===== src/rtl/serial_add_pkg.sv =====
// Shared types and limits for the bit-serial adder controller.
package serial_add_pkg;

  localparam int WIDTH_MAX = 32;

  typedef enum logic [1:0] {
    ST_IDLE = 2'd0,
    ST_RUN  = 2'd1,
    ST_DONE = 2'd2
  } state_t;

endpackage


===== src/rtl/fa_bit.sv =====
// Combinational 1-bit full adder cell used by the serial datapath.
module fa_bit (
  input  logic x,
  input  logic y,
  input  logic cin,
  output logic s,
  output logic co
);

  assign s  = x ^ y ^ cin;
  assign co = (x & y) | (cin & (x ^ y));

endmodule


===== src/rtl/serial_add_ctrl.sv =====
// Bit-serial WIDTH-bit adder: one full-adder cell, LSB-first, busy/done handshake.
// Optional subtract mode (sub port, a-b) enabled by defining SERIAL_ADD_SUB_EN.
module serial_add_ctrl
  import serial_add_pkg::*;
#(
  parameter int WIDTH = 4
) (
  input  logic             clk,
  input  logic             rst_n,
  input  logic             start,
`ifdef SERIAL_ADD_SUB_EN
  input  logic             sub,
`endif
  input  logic [WIDTH-1:0] a,
  input  logic [WIDTH-1:0] b,
  output logic             busy,
  output logic             done,
  output logic [WIDTH-1:0] sum,
  output logic             cout
);

  localparam int CNT_W = (WIDTH > 1) ? $clog2(WIDTH) : 1;
  localparam logic [CNT_W-1:0] CNT_LAST = CNT_W'(WIDTH - 1);

  state_t             state_r;
  state_t             state_s;
  logic [WIDTH-1:0]   op_a_r;
  logic [WIDTH-1:0]   op_b_r;
  logic [WIDTH-1:0]   res_r;
  logic [WIDTH-1:0]   sum_r;
  logic               carry_r;
  logic               cout_r;
  logic               busy_r;
  logic               done_r;
  logic [CNT_W-1:0]   cnt_r;
  logic               last_s;
  logic               fa_s_s;
  logic               fa_co_s;
  logic               busy_nxt_s;
  logic               done_nxt_s;
  logic [WIDTH-1:0]   load_b_s;
  logic               load_c_s;

  fa_bit u_fa (
    .x   (op_a_r[0]),
    .y   (op_b_r[0]),
    .cin (carry_r),
    .s   (fa_s_s),
    .co  (fa_co_s)
  );

  assign last_s = (cnt_r == CNT_LAST);

  // Subtract loads ~b with carry-in 1 (two's complement); add loads b with carry-in 0
`ifdef SERIAL_ADD_SUB_EN
  assign load_b_s = sub ? ~b : b;
  assign load_c_s = sub;
`else
  assign load_b_s = b;
  assign load_c_s = 1'b0;
`endif

  // State register
  always_ff @(posedge clk or negedge rst_n) begin
    if (!rst_n) begin
      state_r <= ST_IDLE;
    end else begin
      state_r <= state_s;
    end
  end

  // Next-state logic
  always_comb begin
    state_s = state_r;
    case (state_r)
      ST_IDLE: begin
        if (start) begin
          state_s = ST_RUN;
        end else begin
          state_s = ST_IDLE;
        end
      end
      ST_RUN: begin
        if (last_s) begin
          state_s = ST_DONE;
        end else begin
          state_s = ST_RUN;
        end
      end
      ST_DONE: state_s = ST_IDLE;
      default: state_s = ST_IDLE;
    endcase
  end

  // Output decode, looking at the next state so busy/done can be registered
  always_comb begin
    busy_nxt_s = 1'b0;
    done_nxt_s = 1'b0;
    case (state_s)
      ST_IDLE: begin
        busy_nxt_s = 1'b0;
        done_nxt_s = 1'b0;
      end
      ST_RUN:  busy_nxt_s = 1'b1;
      ST_DONE: done_nxt_s = 1'b1;
      default: begin
        busy_nxt_s = 1'b0;
        done_nxt_s = 1'b0;
      end
    endcase
  end

  // Handshake output registers
  always_ff @(posedge clk or negedge rst_n) begin
    if (!rst_n) begin
      busy_r <= 1'b0;
      done_r <= 1'b0;
    end else begin
      busy_r <= busy_nxt_s;
      done_r <= done_nxt_s;
    end
  end

  // Operand capture, serial shift, and result publication on the last bit
  always_ff @(posedge clk or negedge rst_n) begin
    if (!rst_n) begin
      op_a_r  <= {WIDTH{1'b0}};
      op_b_r  <= {WIDTH{1'b0}};
      res_r   <= {WIDTH{1'b0}};
      sum_r   <= {WIDTH{1'b0}};
      carry_r <= 1'b0;
      cout_r  <= 1'b0;
      cnt_r   <= {CNT_W{1'b0}};
    end else begin
      case (state_r)
        ST_IDLE: begin
          if (start) begin
            op_a_r  <= a;
            op_b_r  <= load_b_s;
            carry_r <= load_c_s;
            res_r   <= {WIDTH{1'b0}};
            cnt_r   <= {CNT_W{1'b0}};
          end
        end
        ST_RUN: begin
          op_a_r  <= {1'b0, op_a_r[WIDTH-1:1]};
          op_b_r  <= {1'b0, op_b_r[WIDTH-1:1]};
          res_r   <= {fa_s_s, res_r[WIDTH-1:1]};
          carry_r <= fa_co_s;
          cnt_r   <= cnt_r + {{(CNT_W-1){1'b0}}, 1'b1};
          // sum only ever sees the completed word
          if (last_s) begin
            sum_r  <= {fa_s_s, res_r[WIDTH-1:1]};
            cout_r <= fa_co_s;
          end
        end
        ST_DONE: begin
          cnt_r <= {CNT_W{1'b0}};
        end
        default: begin
          cnt_r <= {CNT_W{1'b0}};
        end
      endcase
    end
  end

  assign busy = busy_r;
  assign done = done_r;
  assign sum  = sum_r;
  assign cout = cout_r;

endmodule


===== config.mk =====
export PLATFORM = sky130hd
export DESIGN_NAME = serial_add_ctrl
export DESIGN_NICKNAME = d
export VERILOG_FILES = /design/src/rtl/serial_add_pkg.sv /design/src/rtl/fa_bit.sv /design/src/rtl/serial_add_ctrl.sv
export SDC_FILE = /design/constraint.sdc
export NUM_CORES = 1
export LEC_CHECK = 0
export CELL_PAD_IN_SITES_DETAIL_PLACEMENT = 2
export CELL_PAD_IN_SITES_GLOBAL_PLACEMENT = 2
export CORE_AREA = 2 2 62 64
export CTS_CLUSTER_DIAMETER = 150
export DETAILED_ROUTE_END_ITERATION = 6
export DIE_AREA = 0 0 64 66
export PLACE_DENSITY_LB_ADDON = 0.2
export SYNTH_ARGS = -nofsm -noshare
export SYNTH_HDL_FRONTEND = slang
export SYNTH_SLANG_ARGS = --single-unit
export TNS_END_PERCENT = 50

===== constraint.sdc =====
create_clock -name clk -period 1.79 [get_ports clk]
set_clock_uncertainty 0.1 [all_clocks]
set_input_delay 0.537 -clock clk [delete_from_list [all_inputs] [get_ports clk]]
set_output_delay 0.537 -clock clk [all_outputs]
set_load 0.03 [all_outputs]

; ---- After elaboration in Yosys (flattened, before gate mapping)
; Index checks and enable logic that the tools add are counted.
[word_totals]
ff_bits = 24
input_bits = 11
out_inout_bits = 7
elab_cells = 40
[classes]
addsub = 1
eq_ne = 5
muxes = 15
bitwise_logic = 5
reduce_logical = 4
[op_table]
columns = cell, count
row1 = $pmux 4 s2, 3
row2 = $mux 4, 3
row3 = $pmux 2 s2, 2
row4 = $eq 2x1->1 const B, 2
row5 = $eq 2x2->1 const B, 2
row6 = $mux 1, 4
row7 = $mux 2, 2
row8 = $reduce_and 2->1, 2
row9 = $add 2x1->2 const B, 1
row10 = $and 1x1->1, 2
row11 = $logic_not 2->1, 1
row12 = $ne 2x2->1 const B, 1
row13 = $pmux 1 s2, 1
row14 = $reduce_bool 2->1, 1
row15 = $xor 1x1->1, 2
row16 = $or 1x1->1, 1

; ---- Longest topological paths before layout
[logic_depth]
ltp_word = 5
depth_mapped = 4

; ---- Hierarchy
; A second synthesis with hierarchy kept.
[hier_totals]
cells_unflattened = 84
hier_area_um2 = 1038.5
[modules_own_cells]
columns = module, instances, cells_each, area_each_um2, seq_area_each_um2
row1 = serial_add_ctrl, 1, 83, 1018.5, 575.6
row2 = fa_bit, 1, 1, 20.0, 0.0

; ---- Worst setup path after synthesis
; OpenSTA, ideal clock, no wires.
[synth_path]
path_type = reg-to-reg
from = register carry_r
to = register sum_r[3], in the netlist sum[3]
setup_time_ns = 0.125
arrival_ns = 1.126
slack_ns = 0.439
path_stages_with_launch = 3
n_path_buf = 0
period_less_slack_ns = 1.351
path_cell_list = dfrtp_1 -> fa_1 -> mux2_4
[synth_between]
elab_chain_cells = 1
[synth_lines]
columns = element, line_no
row1 = start: declaration, serial_add_ctrl.sv:31  ; logic carry_r;
row2 = start signal: assignment, serial_add_ctrl.sv:140  ; carry_r <= load_c_s;
row3 = start signal: assignment, serial_add_ctrl.sv:149  ; carry_r <= fa_co_s;
row4 = $xor 1x1->1, fa_bit.sv:10  ; assign s = x ^ y ^ cin;
row5 = via fa_s_s, serial_add_ctrl.sv:37  ; logic fa_s_s;
row6 = end signal: assignment, serial_add_ctrl.sv:130  ; sum_r <= {WIDTH{1'b0}};
row7 = end signal: assignment, serial_add_ctrl.sv:153  ; sum_r <= {fa_s_s, res_r[WIDTH-1:1]};
row8 = end: declaration, serial_add_ctrl.sv:30  ; logic [WIDTH-1:0] sum_r;
; The timed path passes the listed nets, and every way through them passes these cells.
; A chain may end at the register's enable or synchronous reset.

; ---- Final worst setup path
[layout_path]
from = register sum_r[1], in the netlist sum[1]
to = output sum[1]
[layout_rtl]
columns = element, line_no
row1 = end: declaration, serial_add_ctrl.sv:18  ; output logic [WIDTH-1:0] sum,
; No word-level cell between the ends.

==> metrics.txt <==
# TYPE chip_impl_metric gauge
chip_impl_info{name="status",value="finished clean"} 1
chip_impl_info{name="worstPathCellList",value="dlygate4sd2_1"} 1
chip_impl_metric{name="antenna_found_initial",unit=""} 0
chip_impl_metric{name="ir_worst_vdd",unit="mV"} 0.453
chip_impl_metric{name="nNetsFinal",unit=""} 113
chip_impl_metric{name="ys_types",unit=""} 28
chip_impl_metric{name="synth_sequential_area_ratio",unit="%"} 56.7
chip_impl_metric{name="numClockSinks",unit=""} 23
chip_impl_info{name="tritoncts",value="yes"} 1
chip_impl_metric{name="critical_path_fanouts_max",unit=""} 2
chip_impl_metric{name="sequential_cell_area",unit="um^2"} 576
chip_impl_metric{name="overflow",unit=""} 0
chip_impl_metric{name="tritoncts_buffers",unit=""} 3
chip_impl_metric{name="final-max-slew-violation-count",unit=""} 0
chip_impl_metric{name="grt_pass1_vias",unit=""} 803
chip_impl_info{name="critPathTopFamily",value="buffers and inverters"} 1
chip_impl_metric{name="clkSlewWorstSetupHoldPaths",unit="ns"} 0.13
chip_impl_metric{name="antenna-diode-count",unit=""} 0
chip_impl_metric{name="dieArea",unit="um^2"} 4220
chip_impl_metric{name="clock_insertion_delay_worst_skew",unit="ns"} 0.32
chip_impl_info{name="clock_tree.root_cell",value="sky130_fd_sc_hd__clkbuf_4"} 1
chip_impl_metric{name="hold_slack",unit="ns"} 0.420
chip_impl_info{name="worstHoldPathType",value="flip-flop to flip-flop"} 1
chip_impl_info{name="timing_worst_setup_path_type",value="flip-flop to output port"} 1
chip_impl_metric{name="start_util",unit="%"} 28.6
chip_impl_metric{name="die_height",unit="um"} 66
chip_impl_metric{name="layout.core_utilization",unit="%"} 36.0
chip_impl_metric{name="final_cell_area",unit="um^2"} 1280
chip_impl_metric{name="finalWeightedCongestion",unit=""} 0.715
chip_impl_metric{name="instances_no_fill",unit=""} 147
chip_impl_info{name="critical_path.startpoint_type",value="flip-flop"} 1
chip_impl_metric{name="crit_required",unit="ns"} 1.15
chip_impl_metric{name="hpwl",unit="mm"} 1.69
chip_impl_metric{name="flow.area_growth_from_synthesis",unit="%"} 26.1
chip_impl_metric{name="multiInputGateArea",unit="um^2"} 393
chip_impl_metric{name="grt_usage",unit="%"} 12.5
chip_impl_metric{name="antenna_left",unit=""} 0
chip_impl_metric{name="max_clk_rate",unit="GHz"} 0.575
chip_impl_metric{name="core.rowCount",unit=""} 22
chip_impl_metric{name="layout.filler_cells",unit=""} 370
chip_impl_metric{name="critPathArrivalTime",unit="ns"} 1.10
chip_impl_metric{name="fp.dieW",unit="um"} 64
chip_impl_metric{name="cellPowerDensity",unit="nW/um^2"} 1730
chip_impl_metric{name="drv.max_cap_violation_count",unit=""} 0
chip_impl_info{name="layout_common_cells",value="sky130_fd_sc_hd__dfrtp_1, sky130_fd_sc_hd__clkdlybuf4s50_1, sky130_fd_sc_hd__a22o_1, sky130_fd_sc_hd__buf_4"} 1
chip_impl_metric{name="post-route-min-period",unit="ns"} 1.74
chip_impl_metric{name="cts-htree-levels",unit=""} 1
chip_impl_info{name="layout.cells.most_common",value="sky130_fd_sc_hd__dfrtp_1"} 1
chip_impl_metric{name="dpl_cell_area",unit="um^2"} 1260
chip_impl_metric{name="critical-path-max-stage-delay",unit="ns"} 0.41
chip_impl_metric{name="syn-mean-instance-area",unit="um^2"} 13.4
chip_impl_metric{name="routed_wire_length_per_instance",unit="um"} 15.0
chip_impl_metric{name="netlist_area",unit="um^2"} 1010
chip_impl_metric{name="yosys_warns",unit=""} 0
chip_impl_metric{name="timing.setup.tns",unit="ns"} 0
chip_impl_metric{name="first_pass_grt_wire_length",unit="mm"} 3.97
chip_impl_metric{name="core_area",unit="um^2"} 3550
chip_impl_metric{name="synth.ff_latch_count",unit=""} 23
chip_impl_metric{name="drc",unit=""} 0
chip_impl_metric{name="synthesis.nets",unit=""} 89
chip_impl_metric{name="num_vias",unit=""} 690
chip_impl_metric{name="place.detailed.instances",unit=""} 143
chip_impl_info{name="critical_path.slowest_cell",value="sky130_fd_sc_hd__dlygate4sd2_1"} 1
chip_impl_metric{name="grt_start_max_net_pins",unit=""} 24
chip_impl_metric{name="maxSlewHeadroom",unit="%"} 75.0
chip_impl_metric{name="design.portCount",unit=""} 18
chip_impl_metric{name="report.final.hold_viol_count",unit=""} 0
chip_impl_metric{name="first_pass_iters",unit=""} 2
chip_impl_metric{name="totalWireLength",unit="mm"} 2.21
chip_impl_metric{name="clock_tree.buffer_depth",unit=""} 2
chip_impl_metric{name="timing.final.setup_violations",unit=""} 0
chip_impl_info{name="grt_setup_unrepaired",value="no"} 1
chip_impl_metric{name="fraction_of_final_layout_cells_with_drive_strength_greater_than_1",unit="%"} 22.2
chip_impl_metric{name="finalCritPeriodShare",unit="%"} 97.2
chip_impl_info{name="critPathCaptureType",value="output port"} 1
chip_impl_metric{name="power.leakage",unit="nW"} 0.601
chip_impl_metric{name="worstPathBufferInverterCount",unit=""} 1
chip_impl_metric{name="synthCells",unit=""} 76
chip_impl_metric{name="timing_worst_slew_pin_value",unit="ns"} 0.375
chip_impl_metric{name="via_per_inst",unit=""} 4.69
chip_impl_metric{name="numPortBuffers",unit=""} 17
chip_impl_metric{name="drt_first_iter_violations",unit=""} 8
## through the flow
stage	total power [mW]	setup slack [ns]
floorplan	1.69	0.439
global placement	1.99	-0.137
detailed placement	2.05	-0.179
CTS	2.26	0.0348
global route	2.40	0.0135
finish	2.21	0.0499
## Yosys cell counts (all sizes together)
cell	n	area, um^2
nand2b	1	6.26
o22a	2	17.5
nand3	2	10.0
buf	3	27.5
clkbuf	1	3.75
nor2	4	17.5
nand2	3	27.5
ha	1	12.5
nand3b	2	15.0
inv	4	15.0
a22o	6	52.6
nor3	2	10.0
a22oi	3	22.5
dfrtp	23	576
nor3b	3	22.5
fa	1	20.0
mux2	5	75.1
a211oi	2	25.0
mux2i	1	10.0
a2bb2oi	2	17.5
nor2b	2	15.0
a21oi	2	10.0
or2	1	6.26
## worst reg2reg max path, cell delays in order, from the launching register on
cell and delay (ns):
sky130_fd_sc_hd__dfrtp_1 0.43, sky130_fd_sc_hd__fa_1 0.52, sky130_fd_sc_hd__mux2_4 0.28
## area by class of cell
class / count / area share [%]
flip-flops and latches: 23 / 45.0
multi-input cells: 45 / 30.7
repair buffers: 23 / 16.3
well taps: 48 / 4.69
clock buffers: 3 / 1.76
inverters: 4 / 1.17
clock inverters: 1 / 0.391
## per-layer routing
metal	global-route usage, %	part of all wire (%)	up-vias
li1	-	-	315
met1	14.8	41	357
met2	22.0	53	14
met3	2.73	3.8	4
met4	4.89	1.5	0
met5	0	0	-
## worst paths after layout
| path | start | endpoint | slack [ns] | cells after the start |
|---|---|---|---|---|
| min reg2reg | sum[2]$_DFFE_PN0P_ | sum[2]$_DFFE_PN0P_ | 0.42 | 1 |
| max reg2reg | carry_r$_DFFE_PN0P_ | sum[3]$_DFFE_PN0P_ | 0.35 | 2 |
| max | sum[1]$_DFFE_PN0P_ | sum[1] | 0.05 | 1 |
| min in group asynchronous | rst_n | sum[0]$_DFFE_PN0P_ | 0.47 | 2 |
| max in group asynchronous | rst_n | cnt_r[1]$_DFFE_PN0P_ | 0.88 | 2 |
| min | sum[2]$_DFFE_PN0P_ | sum[2]$_DFFE_PN0P_ | 0.42 | 1 |
## registers in the layout, indices dropped and copies added (netlist names)
register  count
res_r         3
op_b_r        4
sum           4
state_r       2
op_a_r        4
cnt_r         2
busy          1
cout          1
carry_r       1
done          1
## power by group
| part | leakage [nW] | total, mW | internal [mW] | switching (mW) |
|---|---|---|---|---|
| Combinational | 0.296 | 1.07 | 0.506 | 0.559 |
| Sequential | 0.287 | 0.899 | 0.745 | 0.154 |
| Clock | 0.0177 | 0.244 | 0.0836 | 0.161 |
## cell families after synthesis
kind of cell	Yosys count	share of synthesized area (%)
adder cells (fa/ha/maj)	2	3.21
buffers and inverters	8	4.56
AO/OA/AOI/OAI	17	14.3
flip-flops	23	56.7
multiplexers	6	8.38
AND/OR/NAND/NOR	20	12.8
## timing repair
| action | in CTS | in global routing |
|---|---|---|
| endpoints found under the hold margin | 0 | 0 |
| endpoints found under the setup margin | 7 | 2 |
| hold buffers | 0 | 0 |
| gates resized for setup | 7 | 2 |
| gates cloned | 0 | 0 |
| buffers inserted | 0 | 0 |
Note: power is estimated with default switching activity, not from simulation.
